`src/rtl/fp_window_accumulator.sv`:
```
// fp_window_accumulator
// Sums NUM_TERMS consecutive FP32 products into one window result using a
// sequential align/add/normalise datapath (4 cycles per term, truncating).
// Optional build macro RELU_EN: clamps negative window sums to +0 at output.
module fp_window_accumulator #(
  parameter int unsigned NUM_TERMS = 9,
  parameter int unsigned CNT_W     = 8
) (
  input  logic        clk,
  input  logic        reset,
  input  logic        valid_in,
  input  logic [31:0] din,
  output logic        ready_out,
  output logic        valid_out,
  output logic [31:0] dout
);

  typedef enum logic [1:0] {
    IDLE  = 2'd0,
    ALIGN = 2'd1,
    ADD   = 2'd2,
    NORM  = 2'd3
  } state_t;

  localparam logic [CNT_W-1:0] LAST_CNT = CNT_W'(NUM_TERMS - 1);

  // Leading-zero count of a 24-bit mantissa; 24 when the value is zero.
  function automatic logic [4:0] lzc24(input logic [23:0] v);
    logic [4:0] n;
    n = 5'd24;
    for (int i = 0; i < 24; i++) begin
      n = v[i] ? (5'd23 - 5'(i)) : n;
    end
    return n;
  endfunction

  // Right-shift used for alignment; shifts of 25 or more flush to zero.
  function automatic logic [23:0] align_shr(input logic [23:0] m, input logic [7:0] d);
    return (d >= 8'd25) ? 24'd0 : (m >> d);
  endfunction

  state_t            state_q, state_d;
  logic [31:0]       acc_q, acc_d;
  logic [31:0]       term_q, term_d;
  logic [CNT_W-1:0]  count_q, count_d;
  logic [7:0]        exp_q, exp_d;
  logic [23:0]       ma_q, ma_d;
  logic [23:0]       mb_q, mb_d;
  logic              sa_q, sa_d;
  logic              sb_q, sb_d;
  logic [24:0]       sum_q, sum_d;
  logic              sign_q, sign_d;
  logic [31:0]       dout_q, dout_d;
  logic              valid_q, valid_d;
  logic              ready_q, ready_d;

  logic [7:0]        ea_s, eb_s;
  logic [23:0]       ma_s, mb_s;
  logic [4:0]        lzc_s;
  logic [23:0]       norm_mant_s;
  logic [9:0]        norm_exp_s;
  logic [31:0]       result_s;

  // Unpack accumulator and registered term; exponent field 0 means exact zero.
  always_comb begin
    ea_s = acc_q[30:23];
    eb_s = term_q[30:23];
    ma_s = (ea_s == 8'd0) ? 24'd0 : {1'b1, acc_q[22:0]};
    mb_s = (eb_s == 8'd0) ? 24'd0 : {1'b1, term_q[22:0]};
  end

  // Normalise the raw sum and pack it, applying zero/underflow/overflow rules.
  always_comb begin
    lzc_s = lzc24(sum_q[23:0]);
    if (sum_q[24]) begin
      norm_mant_s = sum_q[24:1];
      norm_exp_s  = {2'b00, exp_q} + 10'd1;
    end else begin
      norm_mant_s = sum_q[23:0] << lzc_s;
      norm_exp_s  = {2'b00, exp_q} - {5'd0, lzc_s};
    end
    if ((sum_q == 25'd0) || norm_exp_s[9] || (norm_exp_s == 10'd0)) begin
      result_s = 32'h0000_0000;
    end else if (norm_exp_s > 10'd254) begin
      result_s = {sign_q, 8'd254, 23'h7F_FFFF};
    end else begin
      result_s = {sign_q, norm_exp_s[7:0], norm_mant_s[22:0]};
    end
  end

  // Next-state and datapath control for the align/add/normalise sequence.
  always_comb begin
    state_d = state_q;
    acc_d   = acc_q;
    term_d  = term_q;
    count_d = count_q;
    exp_d   = exp_q;
    ma_d    = ma_q;
    mb_d    = mb_q;
    sa_d    = sa_q;
    sb_d    = sb_q;
    sum_d   = sum_q;
    sign_d  = sign_q;
    dout_d  = dout_q;
    valid_d = 1'b0;
    case (state_q)
      IDLE: begin
        if (valid_in && ready_q) begin
          term_d  = din;
          state_d = ALIGN;
        end else begin
          state_d = IDLE;
        end
      end
      ALIGN: begin
        sa_d = acc_q[31];
        sb_d = term_q[31];
        if (ea_s >= eb_s) begin
          exp_d = ea_s;
          ma_d  = ma_s;
          mb_d  = align_shr(mb_s, ea_s - eb_s);
        end else begin
          exp_d = eb_s;
          ma_d  = align_shr(ma_s, eb_s - ea_s);
          mb_d  = mb_s;
        end
        state_d = ADD;
      end
      ADD: begin
        if (sa_q == sb_q) begin
          sum_d  = {1'b0, ma_q} + {1'b0, mb_q};
          sign_d = sa_q;
        end else if (ma_q > mb_q) begin
          sum_d  = {1'b0, ma_q - mb_q};
          sign_d = sa_q;
        end else if (mb_q > ma_q) begin
          sum_d  = {1'b0, mb_q - ma_q};
          sign_d = sb_q;
        end else begin
          sum_d  = 25'd0;
          sign_d = 1'b0;
        end
        state_d = NORM;
      end
      NORM: begin
        if (count_q == LAST_CNT) begin
`ifdef RELU_EN
          dout_d = result_s[31] ? 32'h0000_0000 : result_s;
`else
          dout_d = result_s;
`endif
          valid_d = 1'b1;
          acc_d   = 32'h0000_0000;
          count_d = '0;
        end else begin
          acc_d   = result_s;
          count_d = count_q + CNT_W'(1);
        end
        state_d = IDLE;
      end
      default: begin
        state_d = IDLE;
      end
    endcase
    ready_d = (state_d == IDLE);
  end

  // State and datapath registers with synchronous reset.
  always_ff @(posedge clk) begin
    if (reset) begin
      state_q <= IDLE;
      acc_q   <= 32'h0000_0000;
      term_q  <= 32'h0000_0000;
      count_q <= '0;
      exp_q   <= 8'd0;
      ma_q    <= 24'd0;
      mb_q    <= 24'd0;
      sa_q    <= 1'b0;
      sb_q    <= 1'b0;
      sum_q   <= 25'd0;
      sign_q  <= 1'b0;
      dout_q  <= 32'h0000_0000;
      valid_q <= 1'b0;
      ready_q <= 1'b1;
    end else begin
      state_q <= state_d;
      acc_q   <= acc_d;
      term_q  <= term_d;
      count_q <= count_d;
      exp_q   <= exp_d;
      ma_q    <= ma_d;
      mb_q    <= mb_d;
      sa_q    <= sa_d;
      sb_q    <= sb_d;
      sum_q   <= sum_d;
      sign_q  <= sign_d;
      dout_q  <= dout_d;
      valid_q <= valid_d;
      ready_q <= ready_d;
    end
  end

  assign ready_out = ready_q;
  assign valid_out = valid_q;
  assign dout      = dout_q;

endmodule

```
`config.mk`:
```
export PLATFORM = sky130hd
export DESIGN_NAME = fp_window_accumulator
export DESIGN_NICKNAME = d
export VERILOG_FILES = /design/src/rtl/fp_window_accumulator.sv
export SDC_FILE = /design/constraint.sdc
export NUM_CORES = 1
export LEC_CHECK = 0
export ABC_AREA = 1
export CAP_MARGIN = 20
export CORE_MARGIN = 2
export CORE_UTILIZATION = 35
export DETAILED_ROUTE_END_ITERATION = 10
export REMOVE_ABC_BUFFERS = 1
export SLEW_MARGIN = 10
export SYNTH_ARGS = -nofsm -noshare
export SYNTH_HDL_FRONTEND = slang
export SYNTH_SLANG_ARGS = --single-unit
```
`constraint.sdc`:
```
create_clock -name clk -period 5.1 [get_ports clk]
set_input_delay 1.02 -clock clk [delete_from_list [all_inputs] [get_ports clk]]
set_output_delay 1.02 -clock clk [all_outputs]
set_load 0.01 [all_outputs]
```
# ---- Word-level counts from Yosys, hierarchy flattened
# Cells that the tools add are included.
dict set report totals {
  ff_bits 192
  in_bits 35
  out_inout_bits 34
  elab_cells 95
}
dict set report classes {
  addsub 8
  order_cmp 6
  n_eq_ne 5
  n_shift 3
  muxes 46
  bitwise_logic 1
  reduce_logical 12
}
# operator count
set op_table {}
lappend op_table {{24-bit two-way mux} 8}
lappend op_table {{5-bit two-way mux} 16}
lappend op_table {{32-bit two-way mux} 2}
lappend op_table {{24-bit > comparator} 2}
lappend op_table {{24-bit by 8-bit >> shifter with 24-bit output} 2}
lappend op_table {{24-bit subtractor} 2}
lappend op_table {{4-bit two-way mux} 8}
lappend op_table {{31-bit two-way mux} 1}
lappend op_table {{24-bit by 24-bit adder with 25-bit output} 1}
lappend op_table {{25-bit zero test} 1}
lappend op_table {{25-bit two-way mux} 1}
lappend op_table {{24-bit by 5-bit left shift with 23-bit output} 1}
lappend op_table {{23-bit two-way mux} 1}
lappend op_table {{8-bit by 5-bit greater-or-equal comparator with 1-bit output (second input constant)} 2}
lappend op_table {{8-bit zero test} 2}
lappend op_table {{8-bit two-way mux} 2}
lappend op_table {{8-bit subtractor} 2}
lappend op_table {{10-bit by 8-bit > comparator with 1-bit output (second input constant)} 1}
lappend op_table {{10-bit zero test} 1}
lappend op_table {{10-bit two-way mux} 1}
lappend op_table {{8-bit by 1-bit adder with 9-bit output (second input constant)} 1}
lappend op_table {{8-bit by 5-bit subtractor with 9-bit output} 1}
lappend op_table {{8-bit by 1-bit adder with 8-bit output (second input constant)} 1}
lappend op_table {{8-bit by 4-bit equality test with 1-bit output (second input constant)} 1}
lappend op_table {{12 further kinds} 20}

# ---- Longest topological paths before layout
# Gate-level depths: netlist of run 1.
dict set report depth {
  ltp_word 30
  mapped_depth 46
  ltp_nobuf 44
}

# ---- Worst setup path before layout of run 1
# OpenSTA, ideal clock, no wires.
dict set report synth_path {
  path_kind {reg-to-reg}
  start {register sum_q[1]}
  end {register acc_q[26]}
  setup_ns 0.070
  arrival_time_ns 4.017
  required_ns 5.030
  path_slack_ns 1.012
  stages_incl_launch_ff 47
  path_buffers 2
  synth_period_minus_slack_ns 4.088
  path_cell_list {dfxtp_1 -> inv_2 -> nand2_1 -> nand2_1 -> nand2_1 -> nand2_1 -> nand2_1 -> nand2_1 -> nand2_1 -> nand2_1 -> nand2_1 -> nand2_1 -> nand2_1 -> nand2_1 -> nand2_1 -> nand2_1 -> nand2_1 -> nand2_1 -> [11 not listed] -> nand2_1 -> nand2_1 -> nand4_1 -> o31ai_2 -> xor2_1 -> nand3_1 -> nor4_1 -> nand3_1 -> nand2_1 -> nor2_1 -> nand3_1 -> nand2_2 -> inv_2 -> buf_4 -> o21ai_1 -> inv_1 -> nand2_1 -> a21oi_1}
}
dict set report synth_between {
  elab_chain_len 29
}
# item line_no
set synth_rtl {}
lappend synth_rtl {{start: declaration} 51} ;# logic [24:0] sum_q, sum_d;
lappend synth_rtl {{start signal: assignment} 195} ;# sum_q <= sum_d;
lappend synth_rtl {{4-bit two-way mux (7 in a row)} 32} ;# n = v[i] ? (5'd23 - 5'(i)) : n;
lappend synth_rtl {{5-bit two-way mux (16 in a row)} 32}
lappend synth_rtl {{8-bit by 5-bit subtractor with 9-bit output} 80} ;# norm_exp_s = {2'b00, exp_q} - {5'd0, lzc_s};
lappend synth_rtl {{10-bit two-way mux} 75} ;# if (sum_q[24]) begin
lappend synth_rtl {{10-bit by 8-bit > comparator with 1-bit output (tied with other cells)} 84} ;# end else if (norm_exp_s > 10'd254) begin
lappend synth_rtl {{31-bit two-way mux or 1-bit logical OR (tied branches)} {84, 82}}
lappend synth_rtl {{32-bit two-way mux (*)} 82} ;# if ((sum_q == 25'd0) || norm_exp_s[9] || (norm_exp_s == 10'd0)) begin
lappend synth_rtl {{32-bit two-way mux (*)} 146} ;# if (count_q == LAST_CNT) begin
lappend synth_rtl {{end signal: assignment} 172} ;# acc_q <= 32'h0000_0000;
lappend synth_rtl {{end signal: assignment} 187} ;# acc_q <= acc_d;
lappend synth_rtl {{end: declaration} 43} ;# logic [31:0] acc_q, acc_d;
# Every way passes the cells marked *; elsewhere a longest branch is shown, timed or not.
# A chain may end at the register's enable or synchronous reset.

# ---- Worst setup path in the final report of run 1
dict set report layout_path {
  start {register sum_q[0]}
  end {register acc_q[25]}
}
dict set report layout_between {
  elab_chain_len 30
}
# item line_no
set layout_rtl {}
lappend layout_rtl {{4-bit two-way mux (8 in a row)} 32}
lappend layout_rtl {{5-bit two-way mux (16 in a row)} 32}
lappend layout_rtl {{8-bit by 5-bit subtractor with 9-bit output} 80}
lappend layout_rtl {{10-bit two-way mux} 75}
lappend layout_rtl {{10-bit by 8-bit > comparator with 1-bit output (tied with other cells)} 84}
lappend layout_rtl {{31-bit two-way mux or 1-bit logical OR (tied branches)} {84, 82}}
lappend layout_rtl {{32-bit two-way mux (*)} 82}
lappend layout_rtl {{32-bit two-way mux (*)} 146}
# Marked as above.

==> results of run 1 <==
==> cell type report <==
type	count	area, sq um
fill	4928	27500
timing repair buffer	114	1060
clock inverter	14	236
sequential	192	3840
inverter	306	1150
multi-input combinational	1872	10400
clock buffer	17	425
tap	600	751
==> sequential cells by signal (all words and copies together), names as in the netlist, 2 cells and up <==
signal	flops
acc_q	32
dout	32
term_q	32
sum_q	25
ma_q	24
mb_q	24
count_q	8
exp_q	8
state_q	2
==> final timing paths <==
check / from / to / slack (ns) / depth (start not counted)
max reg2reg: sum_q[0] / acc_q[25] / 0.54 / 30
min: dout[22] / dout[22] / 0.45 / 2
max: sum_q[0] / acc_q[25] / 0.54 / 30
min reg2reg: dout[22] / dout[22] / 0.45 / 2
==> worst register-to-register path: cells and delay by family (launching register included) <==
family,cells,cell delay (ns)
compound gates,7,1.26
xor+xnor,1,0.21
fa+ha+maj,1,0.41
buf+inv,3,0.38
flops,1,0.40
simple gates,18,1.82
==> power by group <==
group	switching [mW]	internal, mW	total (mW)
Combinational	5.54	2.42	7.96
Sequential	0.213	1.67	1.89
Clock	0.747	0.805	1.55
Total	6.50	4.90	11.4
==> per-layer routing <==
layer / routed length, microns / global-route usage (%) / vias up
met3: 3250 / 3.58 / 104
met2: 27600 / 40.7 / 581
met4: 2330 / 10.5 / 0
li1: - / - / 8490
met5: 0 / 0 / -
met1: 28300 / 35.2 / 8054
==> Yosys cell counts (all sizes together) (19+ instances only) <==
library cell,number,area (sq um)
inv,299,1120
o221ai,19,166
nor2,149,574
ha,100,1250
dfxtp,192,3840
o211ai,51,403
xor2,36,323
a21oi,313,1570
o21ai,204,1040
nand3,216,1140
clkbuf,96,362
a221oi,53,483
buf,57,368
a31oi,31,194
nand2,567,2150
nor3,19,95.1
==> stage by stage <==
stage                     setup slack [ns]  power (mW)  setup TNS, ns
after floorplan                     -0.542        7.01         -18.09
final                                0.539        11.4              0
after CTS                            0.397        11.1              0
after global placement               0.459        9.57              0
after global routing               -0.0224        12.3        -0.0224
after detailed placement             0.467        9.52              0
==> kinds of logic after synthesis <==
| group | after synthesis |
|---|---|
| AO/OA/AOI/OAI | 728 |
| XOR/XNOR | 43 |
| adder cells (fa/ha/maj) | 106 |
| buffers and inverters | 459 |
| flip-flops | 192 |
| multiplexers | 13 |
| AND/OR/NAND/NOR | 982 |
==> what timing repair did <==
action,in CTS,in global routing
endpoints found under the setup margin,0,38
resized for setup,0,6
setup buffers,0,4
==> out/results.tsv, run 1 <==
stage	metric	value	unit
setup_path	Critical Path Fanout Max	25	
floorplan	die area	47700	sq um
grt	initial antenna violation count	0	
yosys	synthesized flop and latch total	192	
routing	DR vias	17200	
setup_path	CP top delay family	simple AND/OR/NAND/NOR gates	
routing	Total Wirelength	61500	microns
final_layout	Area growth, synth to finish	11.1	%
cts	H-Tree Depth	4	
status	run status	finished, final reports clean	
yosys	Seq/Total Area, Yosys	23.9	%
setup_path	Critical Path Max Stage Delay	0.41	ns
timing	Final Hold Vio Count	0	
final_layout	Non-Filler Instances	3115	
cts	CTS tree	done	
yosys	Cell Area, Synth	16100	sq um
timing	slew margin rel.	32.8	%
timing	Hold WS	0.452	ns
cts	CTS Hold Buffers Added	0	
placement	gp weighted congestion	0.996	
timing	clock skew	0.0160	ns
cts	CTS Buf Count	17	
timing	Least-Margin Pin Slew	1.00	ns
placement	PortBufs	68	
setup_path	Crit Path Category	flop to flop	
final_layout	post-layout instance area	17900	sq um
placement	placed cells	3078	
setup_path	WP data required	5.54	ns
final_layout	most frequent cells in the layout	nand2_1, a21oi_1, inv_1	
routing	Post-route DRC	0	
cts	clk buf depth	2	
grt	GRT overflow	0	
yosys	mean post-synth cell area	6.38	sq um
final_layout	Finished Core Util	39.4	%
setup_path	critical path launch point type	flop	
cts	Sink Count	192	
yosys	post-synthesis cell count	2523	
hold_path	HP Class	flop to flop	
grt	pin count of the biggest net entering global routing	68	
timing	Period minus WS final	4.56	ns
grt	GRT Total Usage	25.8	%
yosys	Simple-Gate Fraction of Synth Area	25.8	%
setup_path	cell repeated most along the worst path	nand3_1	
timing	Setup violations, final	0	
placement	post-detail-place hpwl	47600	microns
power	Leak Pwr	7.83	nW
final_layout	layout cells sized above 1	5.49	%
final_layout	Final Net Count	2644	
floorplan	DIE HEIGHT	218	microns
yosys	EDFF count, synth	0	
yosys	Compound-Gate Fraction of Synth Area	26.9	%
floorplan	die width	218	microns
floorplan	Placeable Area	45400	sq um
yosys	mux contribution to synthesized area	0.809	%
cts	Clock Latency Late Sink	0.51	ns
yosys	Synth Warn #	0	
grt	vias in the first global route	16200	
final_layout	commonest non-fill, non-tap cell in the layout	nand2_1	
floorplan	row cnt	78	
routing	Post-DRT Antenna Nets	0	
yosys	post-synthesis adder-cell area fraction	8.52	%
final_layout	# diodes	0	
timing	period utilisation layout	89.4	%
timing	Max Fclk	0.219	GHz
setup_path	slowest stage cell, crit path	ha_1	
cts	CTS root buffer	clkbuf_16	
cts	clock transition at the registers of the reported paths	0.08	ns
routing	wire length per cell	19.7	microns
routing	via density per instance	5.53	
placement	dpl cell area	17100	sq um
setup_path	crit path capture type	flop	
floorplan	Top Ports	69	
yosys	XOR/XNOR Fraction of Synth Area	2.39	%
yosys	Main synth FF type	dfxtp_1	
yosys	largest family of logic cells by synthesized area	compound AO/OA/AOI/OAI gates	
yosys	Post-synth ARST share	0	%
setup_path	critical path data arrival time	5.00	ns
routing	Initial DRT Pass Iterations	5	
power	worst vdd ir	0.388	mV
run	Max Cap Viol	0	
setup_path	CP Buf/Inv Count	3	
timing	Max Slew Vio Count	0	
grt	first-pass GRT wire length	94900	microns
floorplan	initial core utilization	35.5	%
yosys	Unique masters post-synth	68	
power	Power Density	638	nW/um^2
routing	DR iter-0 viols	1451	
(Power assumes the default switching activity.)
==> run 2: changes to the inputs <==
--- a/config.mk
+++ b/config.mk
@@ -10,6 +10,7 @@
 export CORE_MARGIN = 2
 export CORE_UTILIZATION = 35
 export DETAILED_ROUTE_END_ITERATION = 10
+export GPL_ROUTABILITY_DRIVEN = 0
 export REMOVE_ABC_BUFFERS = 1
 export SLEW_MARGIN = 10
 export SYNTH_ARGS = -nofsm -noshare
==> out/results.tsv, run 2 (synthesis gave the netlist of run 1 again) <==
stage	metric	value	unit	change
cts	H-Tree Depth	4		unchanged
setup_path	WP data required	5.50	ns	-0.04 ns
setup_path	critical path launch point type	flop		
cts	Clock Latency Late Sink	0.48	ns	-0.03 ns
setup_path	crit path capture type	flop		
hold_path	HP Class	flop to flop		
final_layout	# diodes	0		unchanged
setup_path	Critical Path Max Stage Delay	0.42	ns	about the same
final_layout	Area growth, synth to finish	10.2	%	
setup_path	Crit Path Category	flop to flop		
cts	CTS root buffer	clkbuf_16		
final_layout	Final Net Count	2632		-0.45%
timing	Period minus WS final	4.64	ns	+0.0806 ns
routing	Total Wirelength	56700	microns	-7.7%
timing	Final Hold Vio Count	0		unchanged
cts	clock transition at the registers of the reported paths	0.08	ns	about the same
status	run status	finished, final reports clean		
timing	clock skew	0.0196	ns	+0.00357 ns
floorplan	DIE HEIGHT	218	microns	unchanged
routing	via density per instance	5.55		+0.28%
placement	post-detail-place hpwl	44300	microns	-6.9%
final_layout	fillcell total	4822		-2.2%
grt	initial antenna violation count	1		+1
cts	Sink Count	192		unchanged
cts	CTS tree	done		
final_layout	commonest non-fill, non-tap cell in the layout	nand2_1		
setup_path	cell repeated most along the worst path	nand2_1		
timing	Max Slew Vio Count	0		unchanged
placement	PortBufs	68		unchanged
setup_path	critical path data arrival time	5.04	ns	+0.04 ns
floorplan	die width	218	microns	unchanged
final_layout	layout cells sized above 1	4.95	%	-0.54 points
cts	clk buf depth	2		unchanged
setup_path	slowest stage cell, crit path	fa_1		
placement	Post-Place Worst Slack	0.445	ns	-0.0225 ns
routing	Post-DRT Antenna Nets	0		unchanged
power	Leak Pwr	7.75	nW	-1.0%
run	Max Cap Viol	0		unchanged
timing	Setup violations, final	0		unchanged
setup_path	Critical Path Fanout Max	22		-12%
floorplan	die area	47700	sq um	unchanged
timing	Hold WS	0.458	ns	+0.00574 ns
routing	DR iter-0 viols	1664		+15%
power	Power Density	618	nW/um^2	-3.1%
cts	CTS Hold Buffers Added	0		unchanged
grt	GRT Total Usage	23.7	%	-2.1 points
floorplan	row cnt	78		unchanged
floorplan	Placeable Area	45400	sq um	unchanged
routing	DR vias	17200		-0.075%
grt	GRT overflow	0		unchanged
final_layout	Finished Core Util	39.1	%	-0.32 points
floorplan	initial core utilization	35.5	%	unchanged
timing	Max Fclk	0.215	GHz	-1.7%
timing	slew margin rel.	30.1	%	-2.8 points
grt	pin count of the biggest net entering global routing	73		+7.4%
routing	Post-route DRC	0		unchanged
grt	first-pass GRT wire length	89500	microns	-5.8%
final_layout	post-layout instance area	17700	sq um	-0.80%
floorplan	Top Ports	69		unchanged
timing	period utilisation layout	91.0	%	+1.6 points
routing	wire length per cell	18.3	microns	-7.4%
grt	vias in the first global route	16100		-0.47%
final_layout	most frequent cells in the layout	nand2_1, a21oi_1, inv_1		
timing	setup TNS	0	ns	unchanged
routing	Initial DRT Pass Iterations	6		+1
timing	Least-Margin Pin Slew	1.05	ns	+0.0439 ns
power	worst vdd ir	0.369	mV	-5.0%
timing	setup ws final	0.458	ns	-0.0806 ns
placement	dpl cell area	17100	sq um	-0.35%
cts	CTS Buf Count	17		unchanged
[run 2: worst paths after layout]
path              startpoint       end  slack (ns)  cells after the start
setup / recovery    sum_q[1]  acc_q[7]        0.46                     41
hold / removal      dout[22]  dout[22]        0.46                      2
setup reg to reg    sum_q[1]  acc_q[7]        0.46                     41
hold reg to reg     dout[22]  dout[22]        0.46                      2
[run 2: cell type report]
class                           count  area [sq um]  share of cell area, %
Multi-Input combinational cell   1872         10400                   58.6
Sequential cell                   192          3840                   21.7
Inverter                          306          1150                   6.50
Timing Repair Buffer              101           938                   5.29
Tap cell                          600           751                   4.23
Clock buffer                       17           425                   2.40
Clock inverter                     15           223                   1.26
Timing Repair inverter              1          5.00                 0.0282
[run 2: power breakdown]
group	switching, mW	leakage, nW	internal, mW
Combinational	5.30	5.88	2.30
Clock	0.744	0.311	0.728
Sequential	0.213	1.56	1.67
Total	6.26	7.75	4.70
[run 2: critical path: cells and delay by family (launching register included)]
kind,cells,cell delay (ns)
XOR/XNOR,1,0.21
AO/OA/AOI/OAI,4,0.53
adder cells (fa/ha/maj),2,0.62
flip-flops,1,0.41
buffers and inverters,3,0.62
AND/OR/NAND/NOR,31,2.17
[run 2: metal layers]
metal / vias to the layer above / GRT usage [%] / wire [microns]
met5: - / 0 / 0
met4: 0 / 10.7 / 2500
met3: 129 / 3.58 / 4050
met2: 734 / 37.4 / 25000
met1: 7879 / 31.8 / 25100
li1: 8474 / - / -
[run 2: timing repair]
item | 4_1_cts | 5_1_grt
setup endpoints to repair | 0 | 22
gates resized for setup | 0 | 1
buffers inserted | 0 | 1
[run 2: metrics by stage]
stage	instances	power, mW
global placement	3070	9.25
finish	3104	11.0
detailed placement	3070	9.26
global route	3104	11.8
floorplan	2370	7.01
CTS	3102	10.8
==> run 3: changes to the inputs <==
--- a/config.mk
+++ b/config.mk
@@ -7,12 +7,12 @@
 export LEC_CHECK = 0
 export ABC_AREA = 1
 export CAP_MARGIN = 20
-export CORE_MARGIN = 2
+export CORE_MARGIN = 3
 export CORE_UTILIZATION = 35
 export DETAILED_ROUTE_END_ITERATION = 10
 export GPL_ROUTABILITY_DRIVEN = 0
 export REMOVE_ABC_BUFFERS = 1
-export SLEW_MARGIN = 10
+export SLEW_MARGIN = 25
 export SYNTH_ARGS = -nofsm -noshare
 export SYNTH_HDL_FRONTEND = slang
 export SYNTH_SLANG_ARGS = --single-unit
==> out/results.tsv, run 3 (synthesis gave the netlist of run 1 again) <==
stage	metric	value	unit	change
cts	Clock Latency Late Sink	0.48	ns	about the same
final_layout	Area growth, synth to finish	10.0	%	
cts	clock transition at the registers of the reported paths	0.08	ns	about the same
timing	Max Fclk	0.216	GHz	+0.23%
power	Clock power frac	12.6	%	-0.8 points
setup_path	WP data required	5.50	ns	about the same
routing	via density per instance	5.61		+1.2%
routing	DR iter-0 viols	1802		+8.3%
grt	M1 GR Usage	31.8	%	about the same
cts	CTS Buf Count	17		unchanged
timing	slew margin rel.	31.5	%	+1.5 points
timing	setup ws final	0.469	ns	+0.0108 ns
grt	vias in the first global route	16100		-0.0062%
floorplan	DIE HEIGHT	220	microns	+0.92%
hold_path	HP Class	flop to flop		
run	Max Cap Viol	0		unchanged
hold_path	hold-critical path depth	2		unchanged
power	share of power burned in registers	17.3	%	about the same
cts	Sink Count	192		unchanged
grt	initial antenna violation count	0		-1
floorplan	Top Ports	69		unchanged
cts	CTS tree	done		
setup_path	worst-case reg-to-reg path depth	43		+4.9%
routing	Post-route DRC	0		unchanged
timing	period utilisation layout	90.8	%	-0.21 points
routing	wire length per cell	18.5	microns	+1.2%
placement	Post-Place Worst Slack	0.400	ns	-0.0449 ns
routing	DR vias	17400		+0.95%
power	Psw	6.28	mW	+0.38%
final_layout	Final Net Count	2633		+0.038%
floorplan	initial core utilization	35.9	%	+0.46 points
placement	PortBufs	68		unchanged
final_layout	most frequent cells in the layout	nand2_1, a21oi_1, inv_1		
grt	M3 GR Usage	2.88	%	-0.69 points
power	Leak Pwr	7.74	nW	-0.13%
routing	Initial DRT Pass Iterations	6		unchanged
cts	CTS Hold Buffers Added	0		unchanged
setup_path	cell repeated most along the worst path	nand2_1		
cts	H-Tree Depth	4		unchanged
timing	Least-Margin Pin Slew	1.02	ns	-0.0244 ns
setup_path	critical path launch point type	flop		
cts	CTS root buffer	clkbuf_16		
final_layout	Non-Filler Instances	3096		-0.26%
routing	Post-DRT Antenna Nets	0		unchanged
timing	Max Slew Vio Count	0		unchanged
grt	first-pass GRT wire length	89400	microns	-0.12%
timing	Final Hold Vio Count	0		unchanged
placement	post-detail-place hpwl	44700	microns	+0.87%
power	Power Density	619	nW/um^2	+0.11%
power	worst vdd ir	0.315	mV	-15%
grt	pin count of the biggest net entering global routing	73		unchanged
final_layout	# diodes	0		unchanged
routing	Total Wirelength	57200	microns	+0.94%
grt	GR peak layer	met2		
final_layout	commonest non-fill, non-tap cell in the layout	nand2_1		
timing	setup TNS	0	ns	unchanged
power	combinational power share	70.1	%	+0.7 points
floorplan	die width	220	microns	+0.92%
timing	Period minus WS final	4.63	ns	-0.0108 ns
setup_path	critical path data arrival time	5.03	ns	about the same
placement	placed cells	3062		-0.26%
grt	met2 usage	37.7	%	+0.26 points
placement	dpl cell area	17100	sq um	about the same
timing	clock skew	0.0184	ns	-0.00113 ns
setup_path	Critical Path Fanout Max	23		+4.5%
setup_path	Critical Path Max Stage Delay	0.41	ns	about the same
power	internal power	4.67	mW	-0.62%
final_layout	post-layout instance area	17700	sq um	-0.16%
floorplan	die area	48600	sq um	+1.8%
floorplan	Placeable Area	44800	sq um	-1.3%
status	run status	finished, final reports clean		
grt	GRT Total Usage	23.3	%	-0.42 points
final_layout	layout cells sized above 1	4.99	%	+0.040 points
timing	Hold WS	0.454	ns	-0.00457 ns
setup_path	crit path capture type	flop		
setup_path	slowest stage cell, crit path	dfxtp_1		
setup_path	Crit Path Category	flop to flop		
cts	clk buf depth	2		unchanged
power	sw frac	57.3	%	+0.24 points
floorplan	row cnt	77		-1.3%
grt	GRT overflow	0		unchanged
timing	Setup violations, final	0		unchanged
==> run 3: worst max-delay path, delay by kind of cell, from the launching register on <==
family                     cells  cell delay, ns
DFF                            1            0.41
buffers and inverters          3            0.48
AOI/OAI and AO/OA              3            0.34
adders and majority gates      2            0.61
and+or+nand+nor               34            2.46
xor gates and xnor gates       1            0.26
==> run 3: metrics by stage <==
step                total power [mW]  utilization [%]
floorplan                       7.01                -
global placement                9.21             38.1
detailed placement              9.25             38.1
CTS                             10.7             39.4
global route                    11.8             39.5
finish                          11.0             39.5
==> run 3: power by group through the flow <==
stage / clock network, mW / logic, mW / registers (mW)
6_report: 1.38 / 7.68 / 1.89
5_1_grt: 1.45 / 8.46 / 1.91
4_1_cts: 1.40 / 7.37 / 1.89
3_5_place_dp: 0 / 7.32 / 1.92
3_3_place_gp: 0 / 7.29 / 1.92
2_1_floorplan: 0 / 5.19 / 1.82
==> run 3: worst paths after layout <==
check | slack [ns] | to | startpoint
worst max-delay path | 0.47 | acc_q[2] | sum_q[1]
worst min-delay path | 0.45 | dout[17] | dout[17]
worst max register to register | 0.47 | acc_q[2] | sum_q[1]
worst min register to register | 0.45 | dout[17] | dout[17]
==> run 3: area by class of cell <==
type                            instances  area, sq um
Sequential cell                       192         3840
Inverter                              306         1150
Clock inverter                         14          168
Tap cell                              592          741
Clock buffer                           17          425
Timing Repair Buffer                  102          967
Timing Repair inverter                  1         7.51
Multi-Input combinational cell       1872        10400
Fill cell                            4797        27100
==> run 3: routing by layer <==
metal	vias up	wire length [microns]
met2	724	25800
li1	8473	-
met4	0	2100
met1	8053	25400
met3	129	3960
met5	-	0
==> run 3: repair_timing <==
item,in CTS,in global routing
buffers inserted,0,1
gates resized for setup,0,4
endpoints found under the setup margin,0,35
